<file path="config.mk">
export PLATFORM = sky130hd
export DESIGN_NAME = bcd_display_ctrl_flat
export DESIGN_NICKNAME = d
export VERILOG_FILES = /design/src/rtl/bcd_display_ctrl_if.sv /design/src/rtl/bcd_display_ctrl.sv /design/src/flat_wrapper.sv
export SDC_FILE = /design/constraint.sdc
export NUM_CORES = 1
export LEC_CHECK = 0
export CORE_MARGIN = 2
export CORE_UTILIZATION = 35
export CTS_CLUSTER_DIAMETER = 50
export DETAILED_ROUTE_END_ITERATION = 8
export SLEW_MARGIN = 10
export SYNTH_ARGS = -nofsm -noshare
export SYNTH_HDL_FRONTEND = slang
export SYNTH_SLANG_ARGS = --single-unit
</file>
<file path="constraint.sdc">
create_clock -name clk_100mhz -period 2.6 [get_ports clk_100mhz]
set_clock_uncertainty 0.2 [all_clocks]
set_input_delay 0.39 -clock clk_100mhz [delete_from_list [all_inputs] [get_ports clk_100mhz]]
set_output_delay 0.39 -clock clk_100mhz [all_outputs]
set_load 0.1 [all_outputs]
</file>
<file path="src/rtl/bcd_display_ctrl_if.sv">
// Store-port handshake bundle between the core and the display controller.
//   wr_valid : store strobe, held by the master for as long as it offers wr_data
//   wr_data  : binary value to display
//   wr_ready : the controller can accept a value in this cycle
//   wr_drop  : one-cycle pulse, one cycle after a wr_valid that met wr_ready low
interface bcd_display_ctrl_if;
   logic        wr_valid;
   logic [15:0] wr_data;
   logic        wr_ready;
   logic        wr_drop;

   modport master (output wr_valid, output wr_data, input wr_ready, input wr_drop);
   modport slave  (input wr_valid, input wr_data, output wr_ready, output wr_drop);
endinterface

</file>
<file path="src/rtl/bcd_display_ctrl.sv">
// Four-digit common-anode seven-segment controller fed from the core store port.
// A binary value accepted on the bus is converted to BCD by a 16-step
// double-dabble engine. The result is committed to the display register, and
// the four digits are then time-multiplexed.
//   clk_100mhz     : single clock, rising edge
//   reset          : synchronous, active high
//   bus            : store handshake (slave side)
//   bcd_value      : committed BCD value, thousands digit in [15:12]
//   overflow       : committed binary value was at least 10000
//   frozen         : FINAL_VALUE has been committed; further writes are dropped
//   Anode_Activate : active-low digit enables
//   LED_out        : active-low segments, abcdefg
module bcd_display_ctrl #(
   parameter int unsigned REFRESH_BITS = 20,
   parameter logic [15:0] FINAL_VALUE  = 16'd6765
) (
   input  logic                    clk_100mhz,
   input  logic                    reset,
   bcd_display_ctrl_if.slave       bus,
   output logic [15:0]             bcd_value,
   output logic                    overflow,
   output logic                    frozen,
   output logic [3:0]              Anode_Activate,
   output logic [6:0]              LED_out
);

   typedef enum logic [1:0] {IDLE, CONV, COMMIT} state_t;

   localparam logic [REFRESH_BITS-1:0] SCAN_STEP = REFRESH_BITS'(1);

   state_t                  state;
   logic [15:0]             bin;        // shifts out MSB-first into bcd
   logic [15:0]             captured;   // unshifted copy used for the freeze compare
   logic [19:0]             bcd;
   logic [19:0]             bcd_adj;
   logic [3:0]              shift_cnt;
   logic [REFRESH_BITS-1:0] scan;
   logic [1:0]              sel;
   logic [3:0]              digit;
   logic                    accept;

   assign bus.wr_ready = (state == IDLE) && !frozen;
   assign accept       = bus.wr_valid && bus.wr_ready;

   // Add-3 correction on every nibble that would reach 10 or more after the shift
   always_comb begin
      bcd_adj = bcd;
      for (int unsigned i = 0; i < 5; i++) begin
         if (bcd[4*i +: 4] >= 4'd5) begin
            bcd_adj[4*i +: 4] = bcd[4*i +: 4] + 4'd3;
         end
      end
   end

   always_ff @(posedge clk_100mhz) begin
      if (reset) begin
         state       <= IDLE;
         bin         <= '0;
         captured    <= '0;
         bcd         <= '0;
         shift_cnt   <= '0;
         bcd_value   <= '0;
         overflow    <= 1'b0;
         frozen      <= 1'b0;
         bus.wr_drop <= 1'b0;
      end else begin
         bus.wr_drop <= bus.wr_valid && !bus.wr_ready;
         case (state)
            IDLE: begin
               if (accept) begin
                  bin       <= bus.wr_data;
                  captured  <= bus.wr_data;
                  bcd       <= '0;
                  shift_cnt <= '0;
                  state     <= CONV;
               end
            end
            CONV: begin
               {bcd, bin} <= {bcd_adj, bin} << 1;
               shift_cnt  <= shift_cnt + 4'd1;
               if (shift_cnt == 4'd15) begin
                  state <= COMMIT;
               end
            end
            COMMIT: begin
               bcd_value <= bcd[15:0];
               overflow  <= |bcd[19:16];
               frozen    <= frozen | (captured == FINAL_VALUE);
               state     <= IDLE;
            end
            default: state <= IDLE;
         endcase
      end
   end

   always_ff @(posedge clk_100mhz) begin
      if (reset) begin
         scan <= '0;
      end else begin
         scan <= scan + SCAN_STEP;
      end
   end

   assign sel = scan[REFRESH_BITS-1 -: 2];

   always_comb begin
      Anode_Activate = 4'b1111;
      digit          = '0;
      case (sel)
         2'b00: begin Anode_Activate = 4'b0111; digit = bcd_value[15:12]; end
         2'b01: begin Anode_Activate = 4'b1011; digit = bcd_value[11:8];  end
         2'b10: begin Anode_Activate = 4'b1101; digit = bcd_value[7:4];   end
         default: begin Anode_Activate = 4'b1110; digit = bcd_value[3:0]; end
      endcase
   end

   always_comb begin
      LED_out = 7'b0000001;
      case (digit)
         4'd0: LED_out = 7'b0000001;
         4'd1: LED_out = 7'b1001111;
         4'd2: LED_out = 7'b0010010;
         4'd3: LED_out = 7'b0000110;
         4'd4: LED_out = 7'b1001100;
         4'd5: LED_out = 7'b0100100;
         4'd6: LED_out = 7'b0100000;
         4'd7: LED_out = 7'b0001111;
         4'd8: LED_out = 7'b0000000;
         4'd9: LED_out = 7'b0000100;
         default: LED_out = 7'b0000001;
      endcase
   end

endmodule

</file>
<file path="src/flat_wrapper.sv">
// flat-port wrapper written by rule: the top's interface ports become plain ports
module bcd_display_ctrl_flat 
#(
   parameter int unsigned REFRESH_BITS = 20,
   parameter logic [15:0] FINAL_VALUE  = 16'd6765
)
  (clk_100mhz, reset, bcd_value, overflow, frozen, Anode_Activate, LED_out, bus_wr_valid, bus_wr_data, bus_wr_ready, bus_wr_drop);
  bcd_display_ctrl_if bus_i ();
  input  logic clk_100mhz;
  input  logic reset;
  output logic [15:0] bcd_value;
  output logic overflow;
  output logic frozen;
  output logic [3:0] Anode_Activate;
  output logic [6:0] LED_out;
  input wire logic [$bits(bus_i.wr_valid)-1:0] bus_wr_valid;
  input wire logic [$bits(bus_i.wr_data)-1:0] bus_wr_data;
  output wire logic [$bits(bus_i.wr_ready)-1:0] bus_wr_ready;
  output wire logic [$bits(bus_i.wr_drop)-1:0] bus_wr_drop;
  assign bus_i.wr_valid = bus_wr_valid;
  assign bus_i.wr_data = bus_wr_data;
  assign bus_wr_ready = bus_i.wr_ready;
  assign bus_wr_drop = bus_i.wr_drop;
  bcd_display_ctrl #(.REFRESH_BITS(REFRESH_BITS), .FINAL_VALUE(FINAL_VALUE)) u_core (.clk_100mhz(clk_100mhz), .reset(reset), .bus(bus_i), .bcd_value(bcd_value), .overflow(overflow), .frozen(frozen), .Anode_Activate(Anode_Activate), .LED_out(LED_out));
endmodule
</file>
==> flow_summary.toml, run 1 <==
[worst_setup_path]
worst-path-max-fanout = 5
end_kind = "output port"
setup.worst_path.start = "u_core.scan[18]"
rr_startpoint = "u_core.state[0]"
cp.required_ns = 2.01
worstPathArrival_ns = 2.05
worst_r2r_path_depth = 4
path_class = "reg2out"
critical-path-slowest-cell = "mux4_2"
r2r_slack_ns = 0.46
crit_path_start_kind = "register"
slowest_delay_ns = 0.60
regToRegEndpoint = "u_core.bcd[15]"
path_cells = "mux4_2, ha_4, nand2_4, a21oi_4, buf_12"
crit_end = "LED_out[3]"

[yosys]
yosysMostFrequentCell = "nand2_1"
synth_xor_area_share_pct = 4.17
synth-simple-area-share_pct = 21.3
synthAdderAreaFrac_pct = 5.06
syn_avg_cell_area_um2 = 8.62
yosys.cell_types.count = 42
ys_warn_count = 0
synthFlopType = "dfxtp_1"
synth.top_cell.area_share_pct = 46.2
ys_seq_area_share_pct = 46.2
synth_nets = 523
muxShareOfSynthArea_pct = 3.57
synth-compound-area-share_pct = 16.0
synth_top_family_by_area = "simple AND/OR/NAND/NOR gates"
synthArstFlopShare_pct = 0
ys_ff_latch = 97
yosysTopAreaCell = "dfxtp_1"
synthTopCellsByCount = "107 x nand2_1, 97 x dfxtp_1, 52 x a21oi_1"
ys_top_cells_by_area = "dfxtp_1 46%, nand2_1 9.6%, a21oi_1 6.2%"
synth_enable_flop_cells = 0
synth_area_um2 = 4200
syn_inst = 487

[run_status]
violations = "setup timing"
status = "complete, but fails checks"

[global_routing]
grtUsageMet2_pct = 24.7
busiest_layer = "met2"
grt_use_met3_pct = 3.99
grt.met1_usage_pct = 19.6
grt_pass1_wl_um = 15900
grt_usage_pct = 15.0
grt_max_degree = 56
gr-total-overflow = 0
antenna_found_initial = 0
grt_pass1_vias = 3377

[clock_tree]
root_buffer = "clkbuf_16"
clkSinkCount = 97
clk_pin_slew_ns = 0.06
clk_latency_ns = 0.34
htree_levels = 3
max-clock-path-buffers = 2
cts_hold_buf = 0
cts_tree = "built"
numCtsBuffers = 9

[sta]
slew_viol_final = 0
finalHoldViolations = 0
setup_violations = 4
clock.fmax_mhz = 379
max_slew.worst_pin.slew_ns = 0.660
fin_ws_ns = -0.0419
period_share_pct = 102
setup_tns_ns = -0.113
slew_headroom_pct = 56.0
rsz0062_at_grt = "true"
period_needed_ns = 2.64

[drt]
viasPerCell = 5.14
drtIter0Drc = 160
wl_per_cell_um = 13.4
route.detailed.drc = 0
dr.pass1.iters = 4
drt-total-wl_um = 9240
vias = 3544
ant_nets = 0

[floorplanning]
die_width_um = 114
floorplan.rows = 40
core_area_um2 = 11900
design.die.area_um2 = 12900
die_h_um = 114
top_level_ports = 50
start_util_pct = 35.4

[power_and_ir_drop]
p_comb_share_pct = 6.5
p_per_area_nw_per_um2 = 572
leakage_nw = 1.92
p_int_mw = 2.42
power_switching_uw = 696
peakVddDrop_mv = 0.251
finalPower_mw = 3.12
p_clk_share_pct = 44.3
seq_power_share_pct = 49.2
swShare_pct = 22.3

[layout]
drive_above_1_share_pct = 20.1
area_growth_syn_to_layout_pct = 29.8
nets = 574
diodes = 0

[place]
place.gp.congestion = 0.809
portBuffers = 49
dp_hpwl_um = 6460
place_ws_ns = 0.129

[worst_hold_path]
min-delay-start = "u_core.captured[12]"
hp-class = "reg2reg"

[run]
maxCapViolCount = 0
[cell usage in the layout, fill, tap and decap left out, types with 7 or more instances in the layout]
cell type,instances
buf_12,7
nor2_1,21
nand2_1,105
xnor2_1,14
clkdlybuf4s50_1,17
buf_4,40
a21oi_1,50
inv_1,13
or3_1,10
a31oi_1,15
clkbuf_16,10
nand2b_1,10
nand3_1,8
o31ai_1,7
ha_1,15
dfxtp_4,18
dfxtp_1,78
o21ai_0,13
[state kept, by name, summed over array words and instances (netlist names)]
signal	cells
u_core.captured	16
u_core.frozen	1
u_core.state	2
u_core.bcd_value	16
u_core.bin	16
u_core.bus.wr_drop	1
u_core.bcd	20
u_core.overflow	1
u_core.shift_cnt	4
u_core.scan	20
[kinds of logic after synthesis]
kind of cell / after synthesis
muxes: 10
DFF: 97
and+or+nand+nor: 192
AOI/OAI and AO/OA: 111
xor gates and xnor gates: 20
adders and majority gates: 17
buffers and inverters: 40
[final cells by class]
cell class	count	area, um2
fill	1122	6410
multi-input combinational	350	2270
sequential	97	2010
timing repair buffer	65	616
clock buffer	13	272
tap	147	184
inverter	15	56.3
clock inverter	3	46.3
[per-layer routing]
layer	wire [um]	vias to the layer above
met5	0	-
met4	85	0
met1	4550	1655
li1	-	1808
met2	4250	72
met3	356	9
[power groups by stage]
stage | logic (mW) | clock network [mW] | registers (mW)
global route | 0.227 | 1.49 | 1.54
detailed placement | 0.205 | 0 | 1.57
floorplan | 0.127 | 0 | 1.57
CTS | 0.205 | 1.43 | 1.53
finish | 0.203 | 1.38 | 1.53
global placement | 0.202 | 0 | 1.57
[how the worst min path moves through the flow]
stage	endpoint	slack, ns	cells past startpoint
6_report	u_core.captured[12]	0.25	2
5_1_grt	u_core.captured[12]	0.28	2
4_1_cts	u_core.captured[12]	0.25	2
3_5_place_dp	u_core.captured[12]	0.24	2
3_3_place_gp	u_core.captured[6]	0.24	2
2_1_floorplan	u_core.bcd[0]	0.22	2
[worst max-delay path: cells and delay by family, from the launching register on]
| kind | cells | cell delay, ns |
|---|---|---|
| AO/OA/AOI/OAI | 1 | 0.15 |
| adder cells (fa/ha/maj) | 1 | 0.34 |
| buffers and inverters | 1 | 0.19 |
| flip-flops | 1 | 0.39 |
| multiplexers | 1 | 0.60 |
| AND/OR/NAND/NOR | 1 | 0.05 |
[per-stage QoR]
stage	cells	util [%]	area [um2]	hold slack, ns
floorplan	487	-	4380	0.225
global placement	670	42.6	5050	0.242
detailed placement	670	42.6	5050	0.244
CTS	690	45.9	5440	0.255
global route	690	46.0	5450	0.281
finish	690	46.0	5450	0.251
[what timing repair did]
action | 4_1_cts | 5_1_grt
setup endpoints to repair | 7 | 7
setup buffers | 4 | 0
resized for setup | 11 | 2
pin swaps | 3 | 1
cloned | 0 | 0
(Power assumes the default switching activity.)
==> run 2: changes to the inputs <==
ABC_AREA = 1   (was not set)
==> run 2 against run 1 <==
Effect of this change:
- the run now ends clean
- cell area is 2.5% higher
- flip-flop and latch count unchanged
- sequential power barely moved
- clock power decreased by 6%
- area after synthesis up 5.2%
- die area rose by 5.0%
- critical path depth increased by 4
- register-to-register slack better by 0.39 ns
- largest cell class unchanged
- largest power group unchanged
- highest routed layer unchanged
==> flow_summary.toml, run 2 <==
[place]
dpl.cell_count = 822
place.gp.congestion = 0.835
place_ws_ns = 0.0880
dp_hpwl_um = 7180
dpl_cell_area_um2 = 5170
portBuffers = 49

[clock_tree]
htree_levels = 3
cts_tree = "built"
root_buffer = "clkbuf_16"
max-clock-path-buffers = 2
clkSinkCount = 97
numCtsBuffers = 9
clk_latency_ns = 0.35
clk_pin_slew_ns = 0.06

[power_and_ir_drop]
seq_power_share_pct = 50.8
p_comb_share_pct = 6.5
peakVddDrop_mv = 0.367
leakage_nw = 2.11
power_switching_uw = 739
swShare_pct = 24.3
p_per_area_nw_per_um2 = 544
p_int_mw = 2.30
p_clk_share_pct = 42.7

[global_routing]
grt_use_met3_pct = 3.32
antenna_found_initial = 0
grt_max_degree = 35
grt_pass1_wl_um = 17300
grtUsageMet2_pct = 27.6
grt_usage_pct = 16.3
grt_pass1_vias = 3779
grt.met1_usage_pct = 19.5
busiest_layer = "met2"
gr-total-overflow = 0

[worst_setup_path]
cp_num_buf_inv = 4
critical_path_cell_count = 9
regToRegEndpoint = "u_core.scan[10]"
worst_r2r_path_depth = 8
cp_top_family = "buffers and inverters"
worst-path-max-fanout = 7
rr_startpoint = "u_core.scan[0]"
end_kind = "output port"
path_class = "reg2out"
crit_path_start_kind = "register"
setup.worst_path.start = "u_core.scan[18]"
slowest_delay_ns = 0.43
crit_end = "LED_out[6]"
path_cells = "buf_4, nand3_1, nand4_1, buf_4, inv_1, ha_1, o21ai_4, nor2_4, buf_12"
critical-path-slowest-cell = "dfxtp_4"
path_common_cell = "buf_4"
cp.required_ns = 2.01
worstPathArrival_ns = 1.98
r2r_slack_ns = 0.85

[sta]
period_needed_ns = 2.57
finalHoldViolations = 0
period_share_pct = 98.8
max_slew.worst_pin.slew_ns = 0.352
slew_viol_final = 0
slew_headroom_pct = 76.5
rsz0062_at_grt = "true"
fin_ws_ns = 0.0319
setup_violations = 0
clock.fmax_mhz = 389

[yosys]
yosys.cell_types.count = 31
synthFlopType = "dfxtp_1"
synth_enable_flop_cells = 0
ys_seq_area_share_pct = 43.9
yosysMostFrequentCell = "nand2_1"
synth_area_um2 = 4420
yosysTopAreaCell = "dfxtp_1"
ys_top_cells_by_area = "dfxtp_1 44%, nand2_1 14%, inv_1 5.8%"
syn_avg_cell_area_um2 = 7.19
ys_ff_latch = 97
syn_inst = 615
synth.top_cell.area_share_pct = 43.9
ys_warn_count = 0
synthTopCellsByCount = "159 x nand2_1, 97 x dfxtp_1, 68 x inv_1"
synthArstFlopShare_pct = 0
synth_nets = 651

[floorplanning]
die_h_um = 116
core_area_um2 = 12500
design.die.area_um2 = 13500
die_width_um = 116
top_level_ports = 50
floorplan.rows = 41
start_util_pct = 35.5

[worst_hold_path]
min_path_cells = 1
hp-class = "reg2reg"

[layout]
finalNonFillerCells = 847
drive_above_1_share_pct = 15.7
mostFrequentLayoutCells = "156 x nand2_1, 79 x dfxtp_1, 68 x inv_1, 50 x a21oi_1, 42 x nor2_1"
area_growth_syn_to_layout_pct = 26.4
fin_area_um2 = 5590
diodes = 0
final_common_cell = "nand2_1"
nets = 706
reg_top3 = "u_core.bcd: 20 flops, u_core.scan: 20 flops"
fill_cells = 1261

[drt]
drtIter0Drc = 210
drt-total-wl_um = 10400
route.detailed.drc = 0
viasPerCell = 4.82
vias = 4080
dr.pass1.iters = 7
wl_per_cell_um = 12.3
ant_nets = 0

[run]
maxCapViolCount = 0

[run_status]
status = "complete, no violations"
## run 2: cell count changes in the layout (fill, tap and decap cells not counted), sizes merged, moves of 5 or more
cell,delta
xnor2,-14
nand3,+31
o21ai,+43
o31ai,-7
nand2,+53
mux2i,-6
nand4,+6
or3,-11
nor4,-5
a22o,-6
inv,+59
nand2b,-12
nor2,+32
a32o,-5
## run 2: power groups by stage
stage / logic (mW) / clock network [mW] / registers, mW
3_3_place_gp: 0.196 / 0 / 1.58
5_1_grt: 0.223 / 1.40 / 1.55
4_1_cts: 0.200 / 1.34 / 1.54
6_report: 0.197 / 1.30 / 1.54
3_5_place_dp: 0.199 / 0 / 1.58
2_1_floorplan: 0.132 / 0 / 1.58
## run 2: cells by family (layout without fill, tap and decap cells)
family,Yosys count,in the layout,synth area share [%]
AOI/OAI and AO/OA,129,129,15.4
xor gates and xnor gates,6,6,1.19
adders and majority gates,17,17,4.81
buffers and inverters,95,155,8.81
DFF,97,97,43.9
and+or+nand+nor,271,271,25.8
## run 2: worst register-to-register path, cell delays in order (launching register included)
cell and delay, ns:
dfxtp_1 0.36, ha_1 0.19, nand2_1 0.08, nor2_2 0.24
nand2_1 0.17, nor2_1 0.21, nand3_1 0.09, nand2_1 0.07
a21oi_1 0.04
## run 2: metrics by stage
stage / utilization, % / TNS, ns / total power [mW] / hold WS [ns]
2_1_floorplan: - / 0 / 1.71 / 0.217
3_3_place_gp: 41.5 / 0 / 1.77 / 0.230
3_5_place_dp: 41.5 / 0 / 1.78 / 0.239
4_1_cts: 44.2 / 0 / 3.08 / 0.255
5_1_grt: 44.8 / -0.241 / 3.17 / 0.276
6_report: 44.8 / 0 / 3.04 / 0.250
## run 2: layout make-up
cell class / instances / area (um2) / area share (%)
Clock inverter: 5 / 36.3 / 0.649
Multi-Input combinational cell: 423 / 2190 / 39.1
Inverter: 74 / 278 / 4.97
Timing Repair Buffer: 65 / 633 / 11.3
Clock buffer: 11 / 254 / 4.55
Tap cell: 172 / 215 / 3.85
Sequential cell: 97 / 1980 / 35.5
## run 2: how the worst min path moves through the flow
stage                   start              to  slack [ns]
3_3_place_gp   u_core.scan[0]  u_core.scan[0]        0.23
6_report       u_core.scan[0]  u_core.scan[0]        0.25
2_1_floorplan  u_core.scan[0]  u_core.scan[0]        0.22
4_1_cts        u_core.scan[0]  u_core.scan[0]        0.25
5_1_grt        u_core.scan[0]  u_core.scan[0]        0.28
3_5_place_dp   u_core.scan[0]  u_core.scan[0]        0.24
## run 2: repair_timing
item / in CTS / in global routing
hold buffers: 0 / 0
pin swaps: 1 / 4
buffers inserted: 3 / 6
setup endpoints to repair: 7 / 5
gates resized for setup: 7 / 6
## run 2: per-layer routing
layer | up-vias | part of all wire [%]
li1 | 2113 | -
met4 | 0 | 2.5
met3 | 23 | 5.9
met1 | 1832 | 46
met2 | 112 | 45
met5 | - | 0
